<file path="src/rtl/demux_stream.sv">
`default_nettype none
// ============================================================================
//  Module      : demux_stream
//  Description : Registered 1-to-N_OUT stream demultiplexer with valid/ready
//                flow control. One input beat is steered by select s into a
//                one-beat holding register per output channel. Beats whose
//                select is out of range are consumed and dropped; err pulses
//                and a saturating drop counter records them.
//                Optional macro DEMUX_PKT_LOCK_EN enables packet mode: the
//                select is sampled on the first beat of a packet and held
//                until the beat carrying i_last is accepted.
//  Revision    : 1.0 - initial release
// ============================================================================
module demux_stream #(
    parameter int DATA_W = 8,
    parameter int N_OUT  = 4,
    parameter int SEL_W  = 2
) (
    input  logic                    clk,
    input  logic                    rst,
    input  logic [DATA_W-1:0]       i,
    input  logic                    i_valid,
    output logic                    i_ready,
    input  logic                    i_last,
    input  logic [SEL_W-1:0]        s,
    output logic [N_OUT*DATA_W-1:0] op,
    output logic [N_OUT-1:0]        op_valid,
    input  logic [N_OUT-1:0]        op_ready,
    output logic                    err,
    output logic [7:0]              drop_cnt
);

    // One extra bit so N_OUT == 2**SEL_W is representable in the compare.
    localparam logic [SEL_W:0] c_N_OUT = (SEL_W + 1)'(N_OUT);

    logic [SEL_W-1:0] w_sel;        // effective destination this cycle
    logic             w_pkt_start;  // beat is the first of a packet
    logic             w_legal;
    logic             w_sel_free;
    logic             w_accept;
    logic             w_drop;
    logic [N_OUT-1:0] w_slot_free;
    logic [N_OUT-1:0] w_load;
    logic             r_err;
    logic [7:0]       r_drop_cnt;

`ifdef DEMUX_PKT_LOCK_EN
    localparam logic [0:0] c_ST_IDLE   = 1'b0;
    localparam logic [0:0] c_ST_LOCKED = 1'b1;

    logic [0:0]       r_state;
    logic [0:0]       w_state_next;
    logic [SEL_W-1:0] r_lock_sel;
    logic [SEL_W-1:0] w_lock_sel_next;

    // Packet FSM state and latched destination register
    always_ff @(posedge clk or posedge rst) begin
        if (rst) begin
            r_state    <= c_ST_IDLE;
            r_lock_sel <= '0;
        end else begin
            r_state    <= w_state_next;
            r_lock_sel <= w_lock_sel_next;
        end
    end

    // Lock on a multi-beat packet start, unlock on its last accepted beat
    always_comb begin
        w_state_next    = r_state;
        w_lock_sel_next = r_lock_sel;
        case (r_state)
            c_ST_IDLE: begin
                if (w_accept && !i_last) begin
                    w_state_next    = c_ST_LOCKED;
                    w_lock_sel_next = s;
                end
            end
            c_ST_LOCKED: begin
                if (w_accept && i_last) begin
                    w_state_next = c_ST_IDLE;
                end
            end
            default: w_state_next = c_ST_IDLE;
        endcase
    end

    // An illegal latched select keeps dropping until the packet ends.
    assign w_sel       = (r_state == c_ST_LOCKED) ? r_lock_sel : s;
    assign w_pkt_start = (r_state == c_ST_IDLE);
`else
    logic w_unused_last;

    assign w_sel         = s;
    assign w_pkt_start   = 1'b1;
    assign w_unused_last = i_last;
`endif

    assign w_legal     = {1'b0, w_sel} < c_N_OUT;
    assign w_slot_free = ~op_valid | op_ready;

    // Free state of the addressed slot; stays 0 for out-of-range selects
    always_comb begin
        w_sel_free = 1'b0;
        for (int k = 0; k < N_OUT; k++) begin
            if (w_sel == SEL_W'(k)) begin
                w_sel_free = w_slot_free[k];
            end
        end
    end

    // Illegal beats are always taken so they never stall the producer.
    assign i_ready  = w_legal ? w_sel_free : 1'b1;
    assign w_accept = i_valid && i_ready;
    assign w_drop   = w_accept && !w_legal;

    for (genvar k = 0; k < N_OUT; k++) begin : g_chan
        logic              r_valid;
        logic [DATA_W-1:0] r_data;

        assign w_load[k] = w_accept && w_legal && (w_sel == SEL_W'(k));

        // Holding register: refill wins over drain, data frozen otherwise
        always_ff @(posedge clk or posedge rst) begin
            if (rst) begin
                r_valid <= 1'b0;
                r_data  <= '0;
            end else if (w_load[k]) begin
                r_valid <= 1'b1;
                r_data  <= i;
            end else if (op_ready[k]) begin
                r_valid <= 1'b0;
            end
        end

        assign op_valid[k]               = r_valid;
        assign op[k*DATA_W +: DATA_W]    = r_data;
    end

    // Drop reporting: err once per dropped packet, counter per dropped beat
    always_ff @(posedge clk or posedge rst) begin
        if (rst) begin
            r_err      <= 1'b0;
            r_drop_cnt <= 8'd0;
        end else begin
            r_err <= w_drop && w_pkt_start;
            if (w_drop && (r_drop_cnt != 8'hFF)) begin
                r_drop_cnt <= r_drop_cnt + 8'd1;
            end
        end
    end

    assign err      = r_err;
    assign drop_cnt = r_drop_cnt;

endmodule
`default_nettype wire

</file>
<file path="config.mk">
export PLATFORM = sky130hd
export DESIGN_NAME = demux_stream
export DESIGN_NICKNAME = d
export VERILOG_FILES = /design/src/rtl/demux_stream.sv
export SDC_FILE = /design/constraint.sdc
export NUM_CORES = 1
export LEC_CHECK = 0
export ABC_AREA = 1
export CAP_MARGIN = 20
export CORE_MARGIN = 1
export CORE_UTILIZATION = 35
export CTS_BUF_LIST = sky130_fd_sc_hd__clkbuf_4 sky130_fd_sc_hd__clkbuf_8
export CTS_CLUSTER_DIAMETER = 40
export CTS_CLUSTER_SIZE = 8
export DETAILED_ROUTE_END_ITERATION = 12
export PLACE_DENSITY = 0.66
export SYNTH_ARGS = -nofsm -noshare
export SYNTH_HDL_FRONTEND = slang
export SYNTH_SLANG_ARGS = --single-unit
</file>
<file path="constraint.sdc">
create_clock -name clk -period 1.9 [get_ports clk]
set_clock_uncertainty 0.15 [all_clocks]
set_input_delay 0.475 -clock clk [delete_from_list [all_inputs] [get_ports clk]]
set_output_delay 0.475 -clock clk [all_outputs]
set_load 0.1 [all_outputs]
</file>
[After elaboration in Yosys (flattened, before gate mapping)]
Index checks and enable logic that the tools add are counted.
Cells by class
  equality and inequality tests: 3
  mux-type cells: 12
  bitwise operators: 2
  reductions and logical operators: 10
Operator list (number)
  1-bit 2-to-1 mux: 12
  2-bit nonzero test: 4
  1-bit logical AND: 5
  2-bit equality test, second input constant: 2
  4-bit NOT: 1
  4-bit bitwise OR: 1
  2-bit by 1-bit equality test with 1-bit output, second input constant: 1
  2-bit logical NOT: 1
Word-level totals
  bits in registers: 36
  input bits: 18
  output and inout port bits: 46
  logic and storage cells: 35

[Depth between registers and ports, before layout]
Gate-level depths: netlist (run 1).
  depth after elaboration: 9
  gate-level depth with buffers: 8
  depth with buffers taken out: 8

[Least setup slack after synthesis (run 1)]
Ideal clock, no wire load.
  path kind: input -> output
  start: input port s[0]
  end: output port i_ready
  arrival: 1.302 ns
  required time: 1.275 ns
  slack: -0.027 ns
  stages on the path: 6
  path buffers: 1
  cells stage by stage: nand2_1 -> inv_2 -> nand2_1 -> nand2_1 -> nor2_4 -> clkbuf_8
On the way
  longest elaborated chain between the ends: 5
  elaborated cells on any way between the ends: 8
  classes of those cells: eq/ne: 3; mux: 4; reduce/logical: 1
RTL lines
  start, declared: RTL line 25  | input logic [SEL_W-1:0] s,
  2-bit logical NOT: RTL line 105  | if (w_sel == SEL_W'(k)) begin
  1-bit 2-to-1 mux (3 in a row): RTL line 105
  1-bit 2-to-1 mux *: RTL line 105
  end, declared: RTL line 23  | output logic i_ready,
Every way passes the cells marked *; elsewhere a longest branch is shown, timed or not.

[Worst setup path in the final report (run 1)]
  start: register g_chan[3].r_valid
  end: output port i_ready
On the way
  longest elaborated chain between the ends: 3
RTL lines
  start, declared: RTL line 117  | logic r_valid;
  start signal, assigned: RTL line 125  | r_valid <= 1'b0;
  start signal, assigned: RTL line 128  | r_valid <= 1'b1;
  start signal, assigned: RTL line 131  | r_valid <= 1'b0;
  4-bit NOT: RTL line 99  | assign w_slot_free = ~op_valid | op_ready;
  4-bit bitwise OR: RTL line 99
  1-bit 2-to-1 mux: RTL line 105
No other way between the ends.

==> PnR_summary.wiki, run 1 <==
{| class="wikitable"
! Metric !! Value
|-
| Maximum number of pins on one net before global-route repair || 37
|-
| Cell Pwr Density || 1330 nW/um2
|-
| Wire length of the first global-routing pass || 6590 um
|-
| Drt initial violations || 137
|-
| Max-Cap Viols || 0
|-
| Cell taking the most area after synthesis || dfrtp_1
|-
| Hold violation count in the final report || 0
|-
| Chip Height || 71.0 um
|-
| Mean number of vias per cell || 4.88
|-
| Longest individual stage delay on the worst path || 390 ps
|-
| Area Overhead vs Synth || 64.9%
|-
| Remaining Overflow, GRT || 0
|-
| Number of remaining DRC errors || 5
|-
| Element type at the critical path start || flop
|-
| Critical path buffers and inverters || 2
|-
| Vias || 1475
|-
| Share of cells above drive strength 1 || 32.4%
|-
| Final setup margin || 29.4 ps
|-
| Area of the mapped netlist || 1670 um2
|-
| Class of the most critical hold timing path || input pin to flop
|-
| Fillers || 380
|-
| Cell chain of the critical path || inv_2, nor2_2, nand2_1, nand2_2, nor2_4, buf_12
|-
| Number of top-level pins || 64
|-
| Clock transition at the register clock pins on the worst setup and hold paths after CTS || 70 ps
|-
| LEAKAGE || 1.37 nW
|-
| Synthesized area per cell || 9.06 um2
|-
| Final Core Density || 61.4%
|-
| Number of instances in the synthesized netlist || 184
|-
| Clock sink total || 36
|-
| Placeable core area || 4470 um2
|-
| Slew Viols, Final || 0
|-
| Crit path DAT || 1250 ps
|-
| Antenna violation net count after detailed routing || 0
|-
| Multi-input gate area || 616 um2
|-
| Detail-routed net length per standard cell || 13.3 um
|-
| Count of nets after finishing || 267
|-
| Via count of the first global-routing pass || 1405
|-
| FF/Latch Area || 901 um2
|-
| Final hold slack || 375 ps
|-
| Crit path max-delay cell type || dfrtp_1
|-
| Number of buffer cells added on primary ports || 53
|-
| Synthesis Warnings || 0
|-
| Critical setup path kind || flop to output port
|-
| Starting density of the core || 37.2%
|-
| Post-placement setup slack || -437 ps
|-
| Number of setup violations in the final report || 0
|-
| Post-detail-place hpwl || 2860 um
|-
| GR Util All Layers || 17.0%
|-
| Finished Layout Cells || 302
|-
| Total CTS buffers || 5
|-
| WL final || 4010 um
|-
| Min Clock Period, post-route || 1870 ps
|-
| Number of search-and-repair iterations in the first detailed-routing pass || 8
|-
| Synth top area cells || dfrtp_1 54%, nand2_1 16%, nand4_1 12%, buf_4 6.3%, clkbuf_8 2.5%
|-
| Unrepaired setup endpoints after global routing || yes
|-
| Maximum net fanout on the critical path || 2
|-
| Std-Cell Rows || 24
|-
| Sequential-to-total area share from yosys stat || 54.1%
|-
| Synth Register Bits || 36
|-
| Maximum number of buffers from clock root to sink || 2
|-
| Area fraction of the dominant cell type after synthesis || 54.1%
|-
| Clock insertion delay at the later pin of the skew report || 280 ps
|-
| Critical path endpoint category || output port
|-
| Endpoint required time on the critical path || 1270 ps
|-
| Clock root buffer || clkbuf_8
|-
| Die W || 71.0 um
|-
| TritonCTS clock tree || built
|-
| Count of cell types in the netlist || 15
|-
| RD Place Congestion || 0.729
|-
| Period Utilization, post-route || 98.5%
|-
| Diodes inserted || 0
|-
| Placed Cells incl. Taps || 288
|-
| Initial antenna violation count || 0
|-
| Status || finished with violations
|-
| Depth of the CTS H-tree || 2
|-
| Crit path max-delay family || flip-flops
|-
| Highest clock frequency the design can meet || 535 MHz
|-
| Largest voltage drop on the vdd net || 529 uV
|-
| Failing checks || design-rule violations
|-
| Die Footprint || 5040 um2
|}
## what timing repair did
| item | CTS | global route |
|---|---|---|
| endpoints found under the hold margin | 0 | 0 |
| setup buffers | 5 | 1 |
| hold buffers | 0 | 0 |
| endpoints found under the setup margin | 37 | 29 |
| pin swaps | 3 | 2 |
| gates resized for setup | 13 | 7 |
## flip-flops by register name (all words and copies together), names as in the netlist
name	cells
g_chan.r_data	32
g_chan.r_valid	4
## final cells by class
| type | instances | share of cell area (%) |
|---|---|---|
| multi-input cells | 128 | 22.4 |
| well taps | 52 | 2.37 |
| clock buffers | 8 | 3.55 |
| repair buffers | 70 | 37.8 |
| inverters | 8 | 1.09 |
| flip-flops and latches | 36 | 32.8 |
## power by group
part           switching, mW  leakage [nW]  internal, mW
Sequential             0.155         0.452         0.907
Clock                  0.251        0.0523         0.324
Combinational           1.36         0.868         0.664
Total                   1.77          1.37          1.89
## cell usage after synthesis
master / count
buf_2: 2
buf_4: 14
nor2_2: 3
conb_1: 1
clkbuf_8: 3
nand4_1: 32
nor2_4: 1
nand2_1: 71
nand3_2: 4
dfrtp_1: 36
o21ai_0: 4
inv_2: 1
nor2_1: 4
buf_1: 1
inv_1: 7
## logic make-up after synthesis
kind of cell	after synthesis	share of synthesized area (%)
buf+inv	28	11.4
compound gates	4	1.20
simple gates	115	33.1
other cells	1	0.225
flops	36	54.1
## worst paths after layout
kind | start | endpoint | slack (ps) | cells after the start
setup / recovery | g_chan[3].r_valid$_DFFE_PP0P_ | i_ready | 30 | 6
hold / removal | op_ready[0] | g_chan[0].r_valid$_DFFE_PP0P_ | 380 | 2
setup reg to reg | g_chan[3].r_valid$_DFFE_PP0P_ | g_chan[3].r_data[3]$_DFFE_PP0P_ | 140 | 10
hold reg to reg | g_chan[1].r_data[3]$_DFFE_PP0P_ | g_chan[1].r_data[3]$_DFFE_PP0P_ | 380 | 2
max in group asynchronous | rst | g_chan[2].r_data[3]$_DFFE_PP0P_ | 1020 | 3
min in group asynchronous | rst | g_chan[1].r_data[3]$_DFFE_PP0P_ | 390 | 3
## layer usage
metal | vias up | wire (um) | track usage, %
met4 | 0 | 85 | 7.56
met5 | - | 0 | 0
li1 | 723 | - | -
met1 | 677 | 1860 | 24.4
met2 | 63 | 1760 | 24.7
met3 | 12 | 312 | 3.70
## metrics by stage
| stage | power [mW] | cell area, um2 | setup TNS, ps |
|---|---|---|---|
| final | 3.66 | 2750 | 0 |
| after global routing | 3.79 | 2750 | -15.6 |
| after CTS | 3.68 | 2750 | 0 |
| after detailed placement | 3.09 | 2610 | -15300 |
| after global placement | 3.08 | 2610 | -14420 |
| after floorplan | 2.32 | 1710 | 0 |
## placed cells by master, fill, tap and decap left out
cell type	Yosys	layout
buf_12	0	39
buf_2	2	2
buf_4	14	15
clkbuf_4	0	2
clkbuf_8	3	6
clkdlybuf4s50_1	0	10
conb_1	1	9
dfrtp_1	36	36
dlygate4sd2_1	0	4
inv_1	7	3
inv_2	1	5
nand2_1	71	68
nand2_2	0	3
nand3_2	4	4
nand4_1	32	32
nor2_1	4	3
nor2_2	3	4
nor2_4	1	1
o21ai_0	4	4
No activity file was read; power rests on OpenSTA's default activity.
==> inputs of run 2 (changes only) <==
Settings changed: PLACE_DENSITY 0.66 to default, PLACE_DENSITY_LB_ADDON from default to 0.05.
==> PnR_summary.wiki, run 2 (synthesis gave the netlist of run 1 again) <==
{| class="wikitable"
! Metric !! Value
|-
| Endpoint required time on the critical path || 1270 ps
|-
| Starting density of the core || 37.2%
|-
| Post-detail-place hpwl || 3040 um
|-
| LEAKAGE || 1.37 nW
|-
| Initial antenna violation count || 0
|-
| Chip Height || 71.0 um
|-
| Unrepaired setup endpoints after global routing || yes
|-
| Std-Cell Rows || 24
|-
| Maximum number of buffers from clock root to sink || 2
|-
| Depth of the CTS H-tree || 2
|-
| Leading cell types in the layout, fill and taps excluded || 68 x nand2_1, 38 x buf_12, 36 x dfrtp_1, 32 x nand4_1, 15 x buf_4
|-
| Commonest non-fill, non-tap cell in the layout || nand2_1
|-
| Final setup margin || 7.40 ps
|-
| Die W || 71.0 um
|-
| Number of remaining DRC errors || 5
|-
| Element type at the critical path start || flop
|-
| Share of cells above drive strength 1 || 32.9%
|-
| Class of the most critical hold timing path || input pin to flop
|-
| Number of top-level pins || 64
|-
| Clock insertion delay at the later pin of the skew report || 300 ps
|-
| Clock root buffer || clkbuf_8
|-
| Wire length of the first global-routing pass || 6980 um
|-
| Die Footprint || 5040 um2
|-
| Placed Cells incl. Taps || 287
|-
| Largest voltage drop on the vdd net || 761 uV
|-
| Final setup TNS || 0 ps
|-
| Count of nets after finishing || 266
|-
| Diodes inserted || 0
|-
| CTS Hold Buffers Added || 0
|-
| Switching share of power || 47.1%
|-
| Finished Layout Cells || 301
|-
| Via count of the first global-routing pass || 1448
|-
| Number of search-and-repair iterations in the first detailed-routing pass || 9
|-
| Detail-routed net length per standard cell || 14.2 um
|-
| Cell Pwr Density || 1390 nW/um2
|-
| Fillers || 375
|-
| Status || finished with violations
|-
| Power dissipated by switching net loads || 1.81 mW
|-
| Crit path DAT || 1270 ps
|-
| Total CTS buffers || 5
|-
| Clock group share of total power || 19.4%
|-
| Slew Viols, Final || 0
|-
| Antenna violation net count after detailed routing || 0
|-
| Largest register by flop count || g_chan.r_data
|-
| Number of buffer cells added on primary ports || 53
|-
| TritonCTS clock tree || built
|-
| Min Clock Period, post-route || 1890 ps
|-
| Seq pwr share || 27.7%
|-
| Mean number of vias per cell || 4.95
|-
| Max FFs per register || 32
|-
| Maximum net fanout on the critical path || 2
|-
| Number of setup violations in the final report || 0
|-
| Power consumption || 3.84 mW
|-
| Clock transition at the register clock pins on the worst setup and hold paths after CTS || 70 ps
|-
| Period Utilization, post-route || 99.6%
|-
| RD Place Congestion || 0.740
|-
| Combinational cell fraction of total power || 52.9%
|-
| Internal power of the cells || 2.03 mW
|-
| GR Util All Layers || 18.4%
|-
| Critical setup path kind || flop to output port
|-
| Maximum number of pins on one net before global-route repair || 37
|-
| Remaining Overflow, GRT || 0
|-
| Hold violation count in the final report || 0
|-
| Final hold slack || 362 ps
|-
| Clock sink total || 36
|-
| Drt initial violations || 90
|-
| Longest individual stage delay on the worst path || 390 ps
|-
| Max-Cap Viols || 0
|-
| Critical path endpoint category || output port
|-
| Failing checks || design-rule violations
|-
| Vias || 1490
|-
| Highest clock frequency the design can meet || 528 MHz
|-
| Area Overhead vs Synth || 65.7%
|-
| Crit path max-delay cell type || dfrtp_1
|-
| Leading registers by flop count || g_chan.r_data (32), g_chan.r_valid (4)
|-
| Post-placement setup slack || -370 ps
|-
| Placeable core area || 4470 um2
|-
| WL final || 4290 um
|-
| Cell chain of the critical path || inv_2, nor2_2, nand2_1, nand2_2, nor2_4, buf_12
|}
[run 2: what timing repair did]
action	4_1_cts	5_1_grt
setup endpoints to repair	34	1
endpoints found under the hold margin	0	0
pin swaps	3	5
cloned	0	0
buffers inserted	2	4
gates resized for setup	15	7
[run 2: layer usage]
layer	vias up	global-route usage [%]	part of all wire (%)
met2	53	28.6	48
li1	721	-	-
met4	0	9.56	1.9
met1	708	23.9	44
met5	-	0	0
met3	8	4.27	6.2
[run 2: power groups by stage]
stage          clock network, mW  logic (mW)  registers, mW
3_5_place_dp                   0        2.02           1.08
6_report                   0.743        2.03           1.06
3_3_place_gp                   0        2.01           1.07
2_1_floorplan                  0       0.357           1.96
5_1_grt                    0.792        2.09           1.08
4_1_cts                    0.759        2.03           1.07
[run 2: worst paths after layout]
| kind | startpoint | to | slack [ps] | cells past startpoint |
|---|---|---|---|---|
| max | g_chan[2].r_valid$_DFFE_PP0P_ | i_ready | 7 | 6 |
| min | op_ready[3] | g_chan[3].r_valid$_DFFE_PP0P_ | 360 | 2 |
| max reg2reg | g_chan[2].r_valid$_DFFE_PP0P_ | g_chan[2].r_data[6]$_DFFE_PP0P_ | 110 | 11 |
| min reg2reg | g_chan[1].r_data[1]$_DFFE_PP0P_ | g_chan[1].r_data[1]$_DFFE_PP0P_ | 390 | 2 |
| max in group asynchronous | rst | g_chan[3].r_data[1]$_DFFE_PP0P_ | 840 | 3 |
| min in group asynchronous | rst | g_chan[0].r_data[6]$_DFFE_PP0P_ | 440 | 3 |
[run 2: per-stage QoR]
step	utilization (%)	area (um2)
global route	61.7	2760
global placement	57.9	2590
floorplan	-	1710
CTS	61.2	2740
finish	61.7	2760
detailed placement	57.9	2590
[run 2: critical path, delay by kind of cell (launching register included)]
family | cells | cell delay (ps)
and+or+nand+nor | 4 | 340
buffers and inverters | 2 | 250
DFF | 1 | 390
[run 2: layout make-up]
cell class	instances	area (um2)	share of cell area [%]
timing repair buffer	69	1020	36.9
clock buffer	7	96.3	3.49
tap	52	65.1	2.36
inverter	8	30.0	1.09
clock inverter	1	30.0	1.09
multi-input combinational	128	621	22.5
sequential	36	901	32.6
